[src/rtl/pov_pkg.sv]
// Shared definitions for the POV pattern path: mode encodings, bounce direction,
// default frame geometry and the frame-packing helper used by engine and led_driver.
package pov_pkg;

  localparam int POV_NUM_LEDS = 8;
  localparam int POV_COLOR_W  = 8;

  typedef enum logic [1:0] {
    MODE_HOLD     = 2'd0,
    MODE_ROT_UP   = 2'd1,
    MODE_ROT_DOWN = 2'd2,
    MODE_BOUNCE   = 2'd3
  } pov_mode_e;

  typedef enum logic {
    DIR_UP   = 1'b0,
    DIR_DOWN = 1'b1
  } bounce_dir_e;

  // LED idx occupies [led_lsb(idx, color_w) +: color_w] in a flat frame vector.
  function automatic int led_lsb(input int idx, input int color_w);
    return idx * color_w;
  endfunction

endpackage

[src/rtl/pov_step_timer.sv]
// Programmable step-rate divider: step_pulse fires once every step_period cycles;
// a zero period parks the counter and suppresses steps.
module pov_step_timer #(
  parameter int DIV_W = 26
) (
  input  logic             board_clk,
  input  logic             Reset,
  input  logic [DIV_W-1:0] step_period,
  output logic             step_pulse
);

  logic [DIV_W-1:0] cnt;

  // >= rather than == so a period lowered below the current count steps at once.
  assign step_pulse = (step_period != '0) && (cnt >= step_period - DIV_W'(1));

  always_ff @(posedge board_clk or posedge Reset) begin
    if (Reset)                                 cnt <= '0;
    else if (step_pulse || step_period == '0)  cnt <= '0;
    else                                       cnt <= cnt + DIV_W'(1);
  end

endmodule

[src/rtl/pov_pattern_engine.sv]
// N-LED RGB frame buffer with single-LED writes, timed hold/rotate/bounce stepping,
// and a snapshot register handed to led_driver over valid/ready.
module pov_pattern_engine
  import pov_pkg::*;
#(
  parameter int NUM_LEDS = POV_NUM_LEDS,
  parameter int COLOR_W  = POV_COLOR_W,
  parameter int DIV_W    = 26,
  parameter int IDX_W    = $clog2(NUM_LEDS)
) (
  input  logic                        board_clk,
  input  logic                        Reset,
  input  logic [DIV_W-1:0]            step_period,
  input  logic [1:0]                  mode,
  input  logic                        load_valid,
  output logic                        load_ready,
  input  logic [IDX_W-1:0]            load_index,
  input  logic [COLOR_W-1:0]          load_r,
  input  logic [COLOR_W-1:0]          load_g,
  input  logic [COLOR_W-1:0]          load_b,
  output logic [NUM_LEDS*COLOR_W-1:0] frame_r,
  output logic [NUM_LEDS*COLOR_W-1:0] frame_g,
  output logic [NUM_LEDS*COLOR_W-1:0] frame_b,
  output logic                        frame_valid,
  input  logic                        frame_ready,
  output logic [7:0]                  overrun_count
);

  typedef logic [NUM_LEDS-1:0][COLOR_W-1:0] chan_t;

  chan_t       buf_r, buf_g, buf_b;
  chan_t       nxt_r, nxt_g, nxt_b;
  chan_t       snap_r, snap_g, snap_b;
  pov_mode_e   mode_e;
  bounce_dir_e dir, dir_nxt;
  logic [IDX_W-1:0] bcnt, bcnt_nxt;
  logic step_pulse, load_hit, step_change, change, snap, dirty;
  logic shift_up, shift_dn;

  pov_step_timer #(.DIV_W(DIV_W)) u_timer (
    .board_clk   (board_clk),
    .Reset       (Reset),
    .step_period (step_period),
    .step_pulse  (step_pulse)
  );

  assign mode_e     = pov_mode_e'(mode);
  assign load_ready = ~step_pulse;
  // Out-of-range indices are accepted but must not write or mark the buffer dirty.
  assign load_hit   = load_valid && load_ready &&
                      ({1'b0, load_index} < (IDX_W+1)'(NUM_LEDS));

  assign shift_up    = step_pulse && (mode_e == MODE_ROT_UP ||
                       (mode_e == MODE_BOUNCE && dir == DIR_UP));
  assign shift_dn    = step_pulse && (mode_e == MODE_ROT_DOWN ||
                       (mode_e == MODE_BOUNCE && dir == DIR_DOWN));
  assign step_change = step_pulse && (mode_e != MODE_HOLD);
  assign change      = step_change || load_hit;
  assign snap        = dirty && (!frame_valid || frame_ready);

  // Bounce FSM: direction flips after NUM_LEDS-1 steps; any other mode rearms it upward.
  always_ff @(posedge board_clk or posedge Reset) begin
    if (Reset) begin
      dir  <= DIR_UP;
      bcnt <= '0;
    end else begin
      dir  <= dir_nxt;
      bcnt <= bcnt_nxt;
    end
  end

  always_comb begin
    dir_nxt  = dir;
    bcnt_nxt = bcnt;
    if (mode_e != MODE_BOUNCE) begin
      dir_nxt  = DIR_UP;
      bcnt_nxt = '0;
    end else if (step_pulse) begin
      if (bcnt == IDX_W'(NUM_LEDS-2)) begin
        dir_nxt  = (dir == DIR_UP) ? DIR_DOWN : DIR_UP;
        bcnt_nxt = '0;
      end else begin
        bcnt_nxt = bcnt + IDX_W'(1);
      end
    end
  end

  always_comb begin
    nxt_r = buf_r;
    nxt_g = buf_g;
    nxt_b = buf_b;
    if (shift_up) begin
      nxt_r = {buf_r[NUM_LEDS-2:0], buf_r[NUM_LEDS-1]};
      nxt_g = {buf_g[NUM_LEDS-2:0], buf_g[NUM_LEDS-1]};
      nxt_b = {buf_b[NUM_LEDS-2:0], buf_b[NUM_LEDS-1]};
    end else if (shift_dn) begin
      nxt_r = {buf_r[0], buf_r[NUM_LEDS-1:1]};
      nxt_g = {buf_g[0], buf_g[NUM_LEDS-1:1]};
      nxt_b = {buf_b[0], buf_b[NUM_LEDS-1:1]};
    end
    if (load_hit) begin
      for (int i = 0; i < NUM_LEDS; i++) begin
        if (load_index == IDX_W'(i)) begin
          nxt_r[i] = load_r;
          nxt_g[i] = load_g;
          nxt_b[i] = load_b;
        end
      end
    end
  end

  always_ff @(posedge board_clk or posedge Reset) begin
    if (Reset) begin
      buf_r         <= '0;
      buf_g         <= '0;
      buf_b         <= '0;
      snap_r        <= '0;
      snap_g        <= '0;
      snap_b        <= '0;
      frame_valid   <= 1'b0;
      dirty         <= 1'b1;
      overrun_count <= '0;
    end else begin
      buf_r <= nxt_r;
      buf_g <= nxt_g;
      buf_b <= nxt_b;
      // Snapshot captures the pre-update buffer; a same-edge change re-dirties it.
      if (snap) begin
        snap_r <= buf_r;
        snap_g <= buf_g;
        snap_b <= buf_b;
      end
      if (snap)             frame_valid <= 1'b1;
      else if (frame_ready) frame_valid <= 1'b0;
      dirty <= change | (dirty & ~snap);
      if (change && dirty && !snap && overrun_count != 8'hFF)
        overrun_count <= overrun_count + 8'd1;
    end
  end

  for (genvar g = 0; g < NUM_LEDS; g++) begin : g_pack
    assign frame_r[led_lsb(g, COLOR_W) +: COLOR_W] = snap_r[g];
    assign frame_g[led_lsb(g, COLOR_W) +: COLOR_W] = snap_g[g];
    assign frame_b[led_lsb(g, COLOR_W) +: COLOR_W] = snap_b[g];
  end

endmodule

[config.mk]
export PLATFORM = sky130hd
export DESIGN_NAME = pov_pattern_engine
export DESIGN_NICKNAME = d
export VERILOG_FILES = /design/src/rtl/pov_pkg.sv /design/src/rtl/pov_step_timer.sv /design/src/rtl/pov_pattern_engine.sv
export SDC_FILE = /design/constraint.sdc
export NUM_CORES = 1
export LEC_CHECK = 0
export CAP_MARGIN = 5
export CORE_MARGIN = 4
export CORE_UTILIZATION = 60
export DETAILED_ROUTE_END_ITERATION = 12
export PLACE_DENSITY = 0.94
export SYNTH_ARGS = -nofsm -noshare
export SYNTH_HDL_FRONTEND = slang
export SYNTH_SLANG_ARGS = --single-unit
[constraint.sdc]
create_clock -name board_clk -period 30.3 [get_ports board_clk]
set_input_delay 7.575 -clock board_clk [delete_from_list [all_inputs] [get_ports board_clk]]
set_output_delay 7.575 -clock board_clk [all_outputs]
set_load 0.02 [all_outputs]
* After elaboration in Yosys (flattened, before gate mapping) *
Cells that the tools add are included.

word-level totals
  word-level logic and storage cells = 146
  bits of input ports = 59
  flip-flop bits (word level) = 424

operators by class
  add/subtract/negate cells = 4
  equal/unequal tests = 13
  bitwise operators = 5
  magnitude comparators = 1
  multiplexer cells = 43
  reduce and logical (&&, ||, !) cells = 26

operators with widths
  cell                   count
  $mux 64                9
  $mux 8                 24
  $add 26x1->26 const B  1
  $ge 26x26->1           1
  $logic_not 26->1       1
  $mux 26                1
  $reduce_bool 26->1     1
  $sub 26x1->26 const B  1
  $eq 3x3->1 const B     5
  $logic_and 1x1->1      11
  $mux 3                 3
  $add 8x1->8 const B    1
  $ne 8x8->1 const B     1
  $reduce_bool 2->1      4
  $eq 3x2->1 const B     2
  $mux 1                 6
  $logic_or 1x1->1       5
  $eq 2x2->1 const B     2
  $add 3x1->3 const B    1
  $eq 3x1->1 const B     1
  $logic_not 3->1        1
  $not 1->1              3
  $eq 2x1->1 const B     1
  $logic_not 1->1        2
  other kinds (4)        4

* Longest topological paths before layout *
Gate-level depths: netlist of the first run.

  depth after elaboration = 9
  depth in mapped cells = 18
  gate-level depth less buffers = 16

* Modules after synthesis *
A second synthesis of the first run with hierarchy kept.

unflattened totals
  cell total of the unflattened synthesis = 2045
  area, all modules = 21504.4 um^2

by module, submodules not included
  module              instances  cells an instance  seq. area each (um^2)  area an instance (um^2)
  pov_pattern_engine  1          1783               9960.8                 19242.2
  pov_step_timer      1          262                650.6                  2262.2

* Least setup slack after synthesis of the first run *
No wires, ideal clock.

  path kind = input to output
  from = in step_period[4]
  to = out load_ready
  path slack = 11790 ps
  data required time = 22725 ps
  data arrival time = 10935 ps
  cell stages on the path = 15
  cells stage by stage = nor4_1 > nand3_1 > nor3_1 > nand3_1 > nor4b_1 > xnor2_1 > ha_1 > nand4_1 > nor3_1 > nand3_1 > a31oi_1 > o21a_4 > buf_6 > clkbuf_1 > inv_1

between the ends
  word-level cells in the longest chain between the ends = 4

ends and longest elaborated chain
  what                 line                      RTL
  from (decl)          pov_pattern_engine.sv:13  input logic [DIV_W-1:0] step_period,
  $sub 26x1->26        pov_step_timer.sv:15      assign step_pulse = (step_period != '0) && (cnt >= step_period - DIV_W'(1));
  $ge 26x26->1         pov_step_timer.sv:15
  $logic_and 1x1->1 *  pov_step_timer.sv:15
  $not 1->1 *          pov_pattern_engine.sv:48  assign load_ready = ~step_pulse;
  to (decl)            pov_pattern_engine.sv:16  output logic load_ready,

Mark *: on every way between the ends. The rest lies on a longest branch, timed or not.

* Worst setup path in the final report of the first run *
Same ends and word-level chain as after synthesis.

==> results of run 1 <==
kinds of logic (layout without fill, tap and decap cells):
| family | Yosys count | in the layout |
|---|---|---|
| compound gates | 414 | 414 |
| xor+xnor | 54 | 54 |
| fa+ha+maj | 30 | 30 |
| buf+inv | 141 | 353 |
| flops | 424 | 424 |
| mux | 394 | 394 |
| other cells | 0 | 1 |
| simple gates | 179 | 179 |
cell usage in the layout, fill, tap and decap left out, drive strengths merged, types with 10 or more instances in the layout:
| master | n |
|---|---|
| ha | 30 |
| nand2 | 35 |
| dfrtp | 423 |
| mux2 | 386 |
| a21oi | 13 |
| clkbuf | 68 |
| nor2 | 52 |
| buf | 12 |
| nand3 | 23 |
| xnor2 | 25 |
| o22ai | 192 |
| xor2 | 29 |
| a2bb2oi | 192 |
| nand4 | 10 |
| clkdlybuf4s50 | 260 |
| inv | 10 |
layout make-up:
class | count | share of cell area (%)
Antenna cell | 1 | 0.0101
Clock inverter | 5 | 0.278
Clock buffer | 68 | 5.33
Sequential cell | 424 | 42.9
Inverter | 8 | 0.152
Timing Repair Buffer | 272 | 10.9
Tap cell | 448 | 2.26
Multi-Input combinational cell | 1071 | 38.2
metal layers:
metal / vias up / GRT usage, % / share of wire (%)
met5: - / 0 / 0.023
met4: 2 / 9.26 / 3.3
met3: 162 / 5.79 / 7.6
met2: 831 / 45.9 / 48
met1: 7826 / 38.8 / 41
li1: 6636 / - / -
worst max-delay path by stage:
stage              startpoint         end  slack [ps]  depth (start not counted)
2_1_floorplan           Reset     bcnt[0]       10920                          1
3_3_place_gp   step_period[4]  load_ready       10660                         15
3_5_place_dp   step_period[4]  load_ready       10350                         15
4_1_cts        step_period[4]  load_ready       10380                         15
5_1_grt        step_period[4]  load_ready       10000                         15
6_report       step_period[4]  load_ready       10330                         15
per-stage QoR:
| step | cell area (um^2) | total power [uW] | std cells | util [%] | worst slack, ps |
|---|---|---|---|---|---|
| 2_1_floorplan | 20600 | 1740 | 1636 | - | 10920 |
| 3_3_place_gp | 23400 | 2150 | 2223 | 69.4 | 10660 |
| 3_5_place_dp | 23400 | 2220 | 2223 | 69.4 | 10350 |
| 4_1_cts | 24800 | 2760 | 2296 | 73.5 | 10380 |
| 5_1_grt | 24800 | 2890 | 2297 | 73.5 | 10000 |
| 6_report | 24800 | 2770 | 2297 | 73.5 | 10330 |
power by group:
group	total [uW]	internal, uW	switching [uW]	leakage, uW
clock network	524	306	218	0.000686
registers	1120	838	283	0.00483
logic	1120	629	492	0.00444
sequential cells by signal, indices dropped and copies added (netlist names):
register       count
frame_g           64
buf_b             64
bcnt               3
frame_b           64
buf_g             64
dir                1
u_timer.cnt       26
overrun_count      8
frame_r           64
dirty              1
frame_valid        1
buf_r             64
==> impl_metrics.tcl, run 1 <==
set metrics [dict create \
    dr.pass1.iters 7 \
    leakage_uw 0.00996 \
    clk_path_buf_depth 3 \
    clock_latency_ps 540 \
    ys_ff_latch 424 \
    yosys.area.top_type "dfrtp_1" \
    status "completed" \
    ant_nets 0 \
    tns_ps 0 \
    slew_headroom_pct 25.3 \
    ys.flop_type "dfrtp_1" \
    die-width_um 193 \
    whs_endpoint "u_timer.cnt[0]" \
    grt_antenna_before_repair 2 \
    first_global_vias 15800 \
    n_fill_cell 2105 \
    synthTopCellsByArea "dfrtp_1, mux2_2, a2bb2oi_1, mux2_1, o22ai_1" \
    r2r_slack_ps 25860 \
    ir_worst_vdd_mv 0.0683 \
    drive_gt1_share_pct 18.7 \
    slew_violations 0 \
    grt_max_degree 180 \
    final.period_utilization_pct 65.9 \
    grt_usage_pct 28.3 \
    period_needed_ps 19970 \
    post_cts_resized 0 \
    clock_sinks 424 \
    hold_violations 0 \
    seq_area_um2 10600 \
    cts_setup_buffers 0 \
    finalSetupViolations 0 \
    core_um2 33700 \
    dieArea_um2 37400 \
    syn_area_um2 20600 \
    timing.rr.end "buf_b[44]" \
    hold_path_class "reg2reg" \
    synth_compound_area_share_pct 14.9 \
    synth_fp_nets 1725 \
    synthDistinctLibCells 46 \
    worst_path_max_delay_cell "clkdlybuf4s50_1" \
    multi_input_area_um2 9460 \
    seq_area_frac_synth_pct 51.4 \
    drtIter0Drc 1441 \
    dp_hpwl_um 34500 \
    drt_drc_violations_left 0 \
    globalplace.congestion 0.866 \
    area_delta_synth_final_pct 20.0 \
    critPathMaxStageDelay_ps 560 \
    cts_tree "yes" \
    fin_skew_ps 27.4 \
    rsz0062_at_grt "false" \
    ios 261 \
    yosysWarnings 0 \
    cp_common_cell "nand3_1" \
    netlist_top_cells_count "dfrtp_1, mux2_2, a2bb2oi_1, o22ai_1, mux2_1" \
    worstPathMaxFanout 14 \
    worstSetupPathType "in2out" \
    fp.dieH_um 193 \
    synthSimpleGateAreaFrac_pct 4.48 \
    synthAdderAreaFrac_pct 1.82 \
    synth.most_common_cell "dfrtp_1" \
    power.density_nw_per_um2 112 \
    worst_setup_path_start_kind "primary input" \
    postSynthCellCount 1636 \
    cts_max_level 2 \
    vias 15500 \
    crit_buf_inv 3 \
    cp_data_required_time_ps 22730 \
    synth_enable_flop_cells 0 \
    cp-end-kind "output pin" \
    overflow 0 \
    maxCapViolCount 0 \
    port_buffers 260 \
    wl_per_cell_um 24.2 \
    crit_arrival_ps 12400 \
    worstHoldStart "u_timer.cnt[0]" \
    start_util_pct 61.2 \
    synth_top_cell_area_share_pct 51.3 \
    path_cells "clkdlybuf4s50_1 > nor4_1 > nand3_1 > nor3_1 > nand3_1 > nor4b_1 > xnor2_1 > ha_1 > nand4_1 > nor3_1 > nand3_1 > a31oi_1 > o21a_4 > inv_1 > clkdlybuf4s50_1" \
    numCtsBuffers 42 \
    tightest_slew_ps 1120 \
    avgSynthCellArea_um2 12.6 \
    grt_pass1_wl_um 88300 \
    holdPathStages 1 \
    r2r_start "u_timer.cnt[24]" \
    synth_mux_area_share_pct 22.2 \
    async_flop_share_pct 100 \
    wirelength_um 55600 \
    synth_top_family_by_area "multiplexers" \
    cts.clk_slew.worst_paths_ps 60 \
    cts.hold.buffers_added 0 \
    crit_family "simple AND/OR/NAND/NOR gates" \
    max_freq_ghz 0.0501 \
    synthXorXnorAreaFrac_pct 2.29 \
    rows 67 \
    holdWs_ps 495 \
    r2r_cells 9 \
    vias_per_cell 6.73 \
    clockRootBuffer "clkbuf_16" \
    layout.nets 1908 \
]
Power figures use the tool's default switching activity.
==> inputs of run 2 (changes only) <==
--- a/config.mk
+++ b/config.mk
@@ -7,9 +7,9 @@
 export LEC_CHECK = 0
 export CAP_MARGIN = 5
 export CORE_MARGIN = 4
-export CORE_UTILIZATION = 60
+export CORE_UTILIZATION = 56
 export DETAILED_ROUTE_END_ITERATION = 12
-export PLACE_DENSITY = 0.94
+export PLACE_DENSITY = 0.9
 export SYNTH_ARGS = -nofsm -noshare
 export SYNTH_HDL_FRONTEND = slang
 export SYNTH_SLANG_ARGS = --single-unit
==> constraint.sdc (replaced) <==
create_clock -name board_clk -period 19.7 [get_ports board_clk]
set_input_delay 4.925 -clock board_clk [delete_from_list [all_inputs] [get_ports board_clk]]
set_output_delay 4.925 -clock board_clk [all_outputs]
set_load 0.02 [all_outputs]
==> impl_metrics.tcl, run 2 (same netlist as run 1, synthesis figures left out) <==
set metrics [dict create \
    ios 261 \
    slew_headroom_pct 22.1 \
    path_cells "clkdlybuf4s50_1 > nor4_1 > nand3_1 > nor3_1 > nand3_1 > nor4b_1 > xnor2_1 > ha_1 > nand4_1 > nor3_1 > nand3_1 > a31oi_1 > o21a_4 > inv_1 > clkdlybuf4s50_1" \
    numCtsBuffers 44 \
    dieArea_um2 40000 \
    layout_commonest_cell "dfrtp_1" \
    p_int_uw 2750 \
    grt_max_degree 117 \
    drive_gt1_share_pct 18.6 \
    power.density_nw_per_um2 172 \
    worst_setup_path_start_kind "primary input" \
    p_switching_uw 1510 \
    cp-end-kind "output pin" \
    dp_hpwl_um 34600 \
    clkPwrFrac_pct 19.6 \
    rsz0062_at_grt "false" \
    cts.clk_slew.worst_paths_ps 60 \
    cts.hold.buffers_added 0 \
    cp_data_required_time_ps 14780 \
    grt_pass1_wl_um 87500 \
    cts_max_level 2 \
    post_cts_resized 0 \
    final_cell_mix "dfrtp_1, clkdlybuf4s50_1, mux2_2" \
    hold_path_class "reg2reg" \
    overflow 0 \
    seqPwrFrac_pct 40.2 \
    grt_usage_pct 27.2 \
    wl_per_cell_um 24.1 \
    status "completed" \
    maxCapViolCount 0 \
    n_fill_cell 2527 \
    port_buffers 260 \
    tightest_slew_ps 1170 \
    dr.pass1.iters 5 \
    fin_skew_ps 17.0 \
    p_sw_share_pct 35.4 \
    ir_worst_vdd_mv 0.102 \
    start_util_pct 56.5 \
    tns_ps 0 \
    clockRootBuffer "clkbuf_16" \
    period_needed_ps 14800 \
    crit_arrival_ps 9870 \
    vias 15300 \
    grt_antenna_before_repair 3 \
    globalplace.congestion 0.901 \
    layout.nets 1911 \
    cp_common_cell "nand3_1" \
    worstSetupPathType "in2out" \
    die-width_um 200 \
    first_global_vias 15500 \
    cts_tree "yes" \
    final.period_utilization_pct 75.1 \
    worstPathMaxFanout 14 \
    finalSetupViolations 0 \
    cts_setup_buffers 0 \
    clk_path_buf_depth 3 \
    stdcell_area_um2 24800 \
    clock_sinks 424 \
    drtIter0Drc 1338 \
    clock_latency_ps 560 \
    area_delta_synth_final_pct 20.3 \
    fp.dieH_um 200 \
    slew_violations 0 \
    hold_violations 0 \
    drt_drc_violations_left 0 \
    wirelength_um 55900 \
    worst_path_max_delay_cell "clkdlybuf4s50_1" \
    leakage_uw 0.00997 \
    rows 70 \
    max_freq_ghz 0.0676 \
    ant_nets 0 \
    core_um2 36500 \
    vias_per_cell 6.59 \
    critPathMaxStageDelay_ps 570 \
    placed_cell_area_um2 23400 \
    p_comb_share_pct 40.2 \
]
==> run 2: power groups by stage <==
stage	Clock, uW	Sequential [uW]	Combinational (uW)
2_1_floorplan	0	1810	862
3_3_place_gp	0	1680	1630
3_5_place_dp	0	1710	1700
4_1_cts	844	1700	1720
5_1_grt	880	1760	1830
6_report	834	1710	1710
==> run 2: metrics by stage <==
| stage | setup WS (ps) | power (uW) | hold slack, ps | std cells | util, % |
|---|---|---|---|---|---|
| after floorplan | 2970 | 2670 | 446 | 1636 | - |
| after global placement | 5440 | 3320 | 478 | 2244 | 64.0 |
| after detailed placement | 5080 | 3410 | 472 | 2244 | 64.0 |
| after CTS | 5030 | 4260 | 479 | 2322 | 68.0 |
| after global routing | 4580 | 4470 | 516 | 2323 | 68.0 |
| final | 4900 | 4260 | 477 | 2323 | 68.0 |
==> run 2: layer usage <==
metal | wire [um] | vias to the layer above | track usage [%] | part of all wire [%]
met5 | 12 | - | 0 | 0.021
met2 | 27000 | 681 | 43.4 | 48
met4 | 1540 | 2 | 8.73 | 2.8
met3 | 3620 | 121 | 4.60 | 6.5
li1 | - | 6629 | - | -
met1 | 23800 | 7886 | 38.5 | 43
==> run 2: area by class of cell <==
type                            count  area (um^2)  share of cell area (%)
Sequential cell                   424        10600                    42.7
Multi-Input combinational cell   1071         9460                    38.1
Timing Repair Buffer              273         2700                    10.9
Clock buffer                       70         1310                    5.28
Tap cell                          468          586                    2.36
Clock inverter                      8          126                   0.509
Inverter                            8         37.5                   0.151
Antenna cell                        1         2.50                  0.0101
==> run 2: final timing paths <==
check                                      from        endpoint  slack, ps  cells after the start
worst max-delay path             step_period[4]      load_ready       4900                     15
worst min-delay path             u_timer.cnt[0]  u_timer.cnt[0]        480                      1
worst max register to register  u_timer.cnt[24]       buf_r[51]      15120                      9
worst min register to register   u_timer.cnt[0]  u_timer.cnt[0]        480                      1
max in group asynchronous                 Reset     frame_r[52]      12160                      4
min in group asynchronous                 Reset     frame_b[53]       4890                      2
==> run 2: worst max-delay path, delay by kind of cell <==
kind / cells / cell delay, ps
XOR/XNOR: 1 / 140
AND/OR/NAND/NOR: 8 / 2680
AO/OA/AOI/OAI: 2 / 640
buffers and inverters: 3 / 1180
adder cells (fa/ha/maj): 1 / 290
==> inputs of run 3 (changes only) <==
==> constraint.sdc (replaced) <==
create_clock -name board_clk -period 14.45 [get_ports board_clk]
set_input_delay 3.6125 -clock board_clk [delete_from_list [all_inputs] [get_ports board_clk]]
set_output_delay 3.6125 -clock board_clk [all_outputs]
set_load 0.02 [all_outputs]
==> impl_metrics.tcl, run 3 (same netlist as run 1, synthesis figures left out) <==
set metrics [dict create \
    status "completed" \
    num_antenna_cells 0 \
    ant_nets 0 \
    p_sw_share_pct 35.5 \
    globalplace.congestion 0.852 \
    worstSetupPathType "in2out" \
    leakage_uw 0.0100 \
    tightest_slew_ps 1250 \
    cts.clk_slew.worst_paths_ps 60 \
    final.period_utilization_pct 84.5 \
    cts_tree "yes" \
    whs_endpoint "frame_b[50]" \
    grt_max_degree 200 \
    drive_gt1_share_pct 19.2 \
    area_delta_synth_final_pct 20.7 \
    power.density_nw_per_um2 234 \
    post_cts_resized 0 \
    worstHoldStart "frame_b[50]" \
    overflow 0 \
    slew_violations 0 \
    holdPathStages 1 \
    port_buffers 260 \
    fin_skew_ps 16.4 \
    worstPathMaxFanout 46 \
    wirelength_um 55100 \
    drtIter0Drc 1255 \
    grt_usage_pct 27.0 \
    maxCapViolCount 0 \
    tns_ps 0 \
    cts_max_level 2 \
    clkPwrFrac_pct 20.0 \
    r2r_slack_ps 10060 \
    timing.rr.end "buf_r[37]" \
    n_fill_cell 2455 \
    r2r_start "u_timer.cnt[24]" \
    vias_per_cell 6.52 \
    die-width_um 200 \
    cts_setup_buffers 0 \
    clk_path_buf_depth 3 \
    layout.nets 1911 \
    hold_violations 0 \
    cp-end-kind "output pin" \
    clock_latency_ps 560 \
    finalPower_uw 5830 \
    layout_commonest_cell "dfrtp_1" \
    drt_drc_violations_left 0 \
    seq_area_um2 10600 \
    dp_hpwl_um 34300 \
    clock_sinks 424 \
    slew_headroom_pct 16.9 \
    start_util_pct 56.5 \
    vias 15100 \
    p_switching_uw 2070 \
    max_freq_ghz 0.0819 \
    grt_antenna_before_repair 1 \
    holdWs_ps 504 \
    dieArea_um2 40000 \
    seqPwrFrac_pct 39.9 \
    finalSetupViolations 0 \
    r2r_cells 9 \
    final_cell_mix "dfrtp_1, clkdlybuf4s50_1, mux2_2" \
    first_global_vias 15500 \
    fp.dieH_um 200 \
    hold_path_class "reg2reg" \
    ios 261 \
    p_comb_share_pct 40.1 \
    period_needed_ps 12220 \
    numCtsBuffers 44 \
    crit_arrival_ps 8600 \
    clockRootBuffer "clkbuf_16" \
    dr.pass1.iters 5 \
    rsz0062_at_grt "false" \
    multi_input_area_um2 9460 \
    cp_data_required_time_ps 10840 \
    rows 70 \
    grt_pass1_wl_um 87000 \
    wl_per_cell_um 23.7 \
    core_um2 36500 \
    worst_setup_path_start_kind "primary input" \
    ir_worst_vdd_mv 0.145 \
    p_int_uw 3760 \
    cts.hold.buffers_added 0 \
]
[run 3: cell count changes in the layout (fill, tap and decap cells not counted), sizes merged]
cell	before	now
bufinv	3	2
diode	1	0
clkinv	5	8
clkbuf	70	65
inv	8	9
clkinvlp	0	1
[run 3: worst max-delay path by stage]
| stage | to | depth (start not counted) | from |
|---|---|---|---|
| after detailed placement | load_ready | 15 | step_period[4] |
| after global routing | load_ready | 15 | step_period[4] |
| final | load_ready | 15 | step_period[4] |
| after floorplan | load_ready | 15 | step_period[4] |
| after global placement | load_ready | 15 | step_period[4] |
| after CTS | load_ready | 15 | step_period[4] |
[run 3: per-layer routing]
layer  track usage [%]  up-vias  share of wire [%]
met5                 0        -              0.022
met4              10.3        2                3.5
met3              4.95      139                6.3
met2              42.8      624                 48
met1              37.6     7736                 42
li1                  -     6633                  -
[run 3: cell type report]
| class | count | share of cell area, % |
|---|---|---|
| clock buffers | 65 | 5.43 |
| inverters | 8 | 0.136 |
| multi-input cells | 1071 | 38.0 |
| repair buffers | 273 | 10.9 |
| flip-flops and latches | 424 | 42.6 |
| well taps | 468 | 2.35 |
| clock inverters | 12 | 0.618 |
[run 3: stage by stage]
stage	instance area, um^2	std cells	util, %	setup slack [ps]
4_1_cts	24900	2321	68.2	2270
6_report	24900	2321	68.2	2230
3_5_place_dp	23400	2244	64.1	2290
2_1_floorplan	20600	1636	-	3860
5_1_grt	24900	2321	68.2	1700
3_3_place_gp	23400	2244	64.1	2530
[run 3: power by group through the flow]
stage | Clock, uW | Sequential [uW] | Combinational, uW
floorplan | 0 | 2470 | 1180
global placement | 0 | 2290 | 2230
detailed placement | 0 | 2320 | 2320
CTS | 1170 | 2310 | 2350
global route | 1230 | 2390 | 2490
finish | 1160 | 2330 | 2340
[run 3: critical path: stages]
cell             delay [ps]
clkdlybuf4s50_1         490
nor4_1                  490
nand3_1                 270
nor3_1                  430
nand3_1                 220
nor4b_1                 390
xnor2_1                 140
ha_1                    300
nand4_1                 140
nor3_1                  350
nand3_1                 150
a31oi_1                 320
o21a_4                  510
inv_1                   170
clkdlybuf4s50_1         600
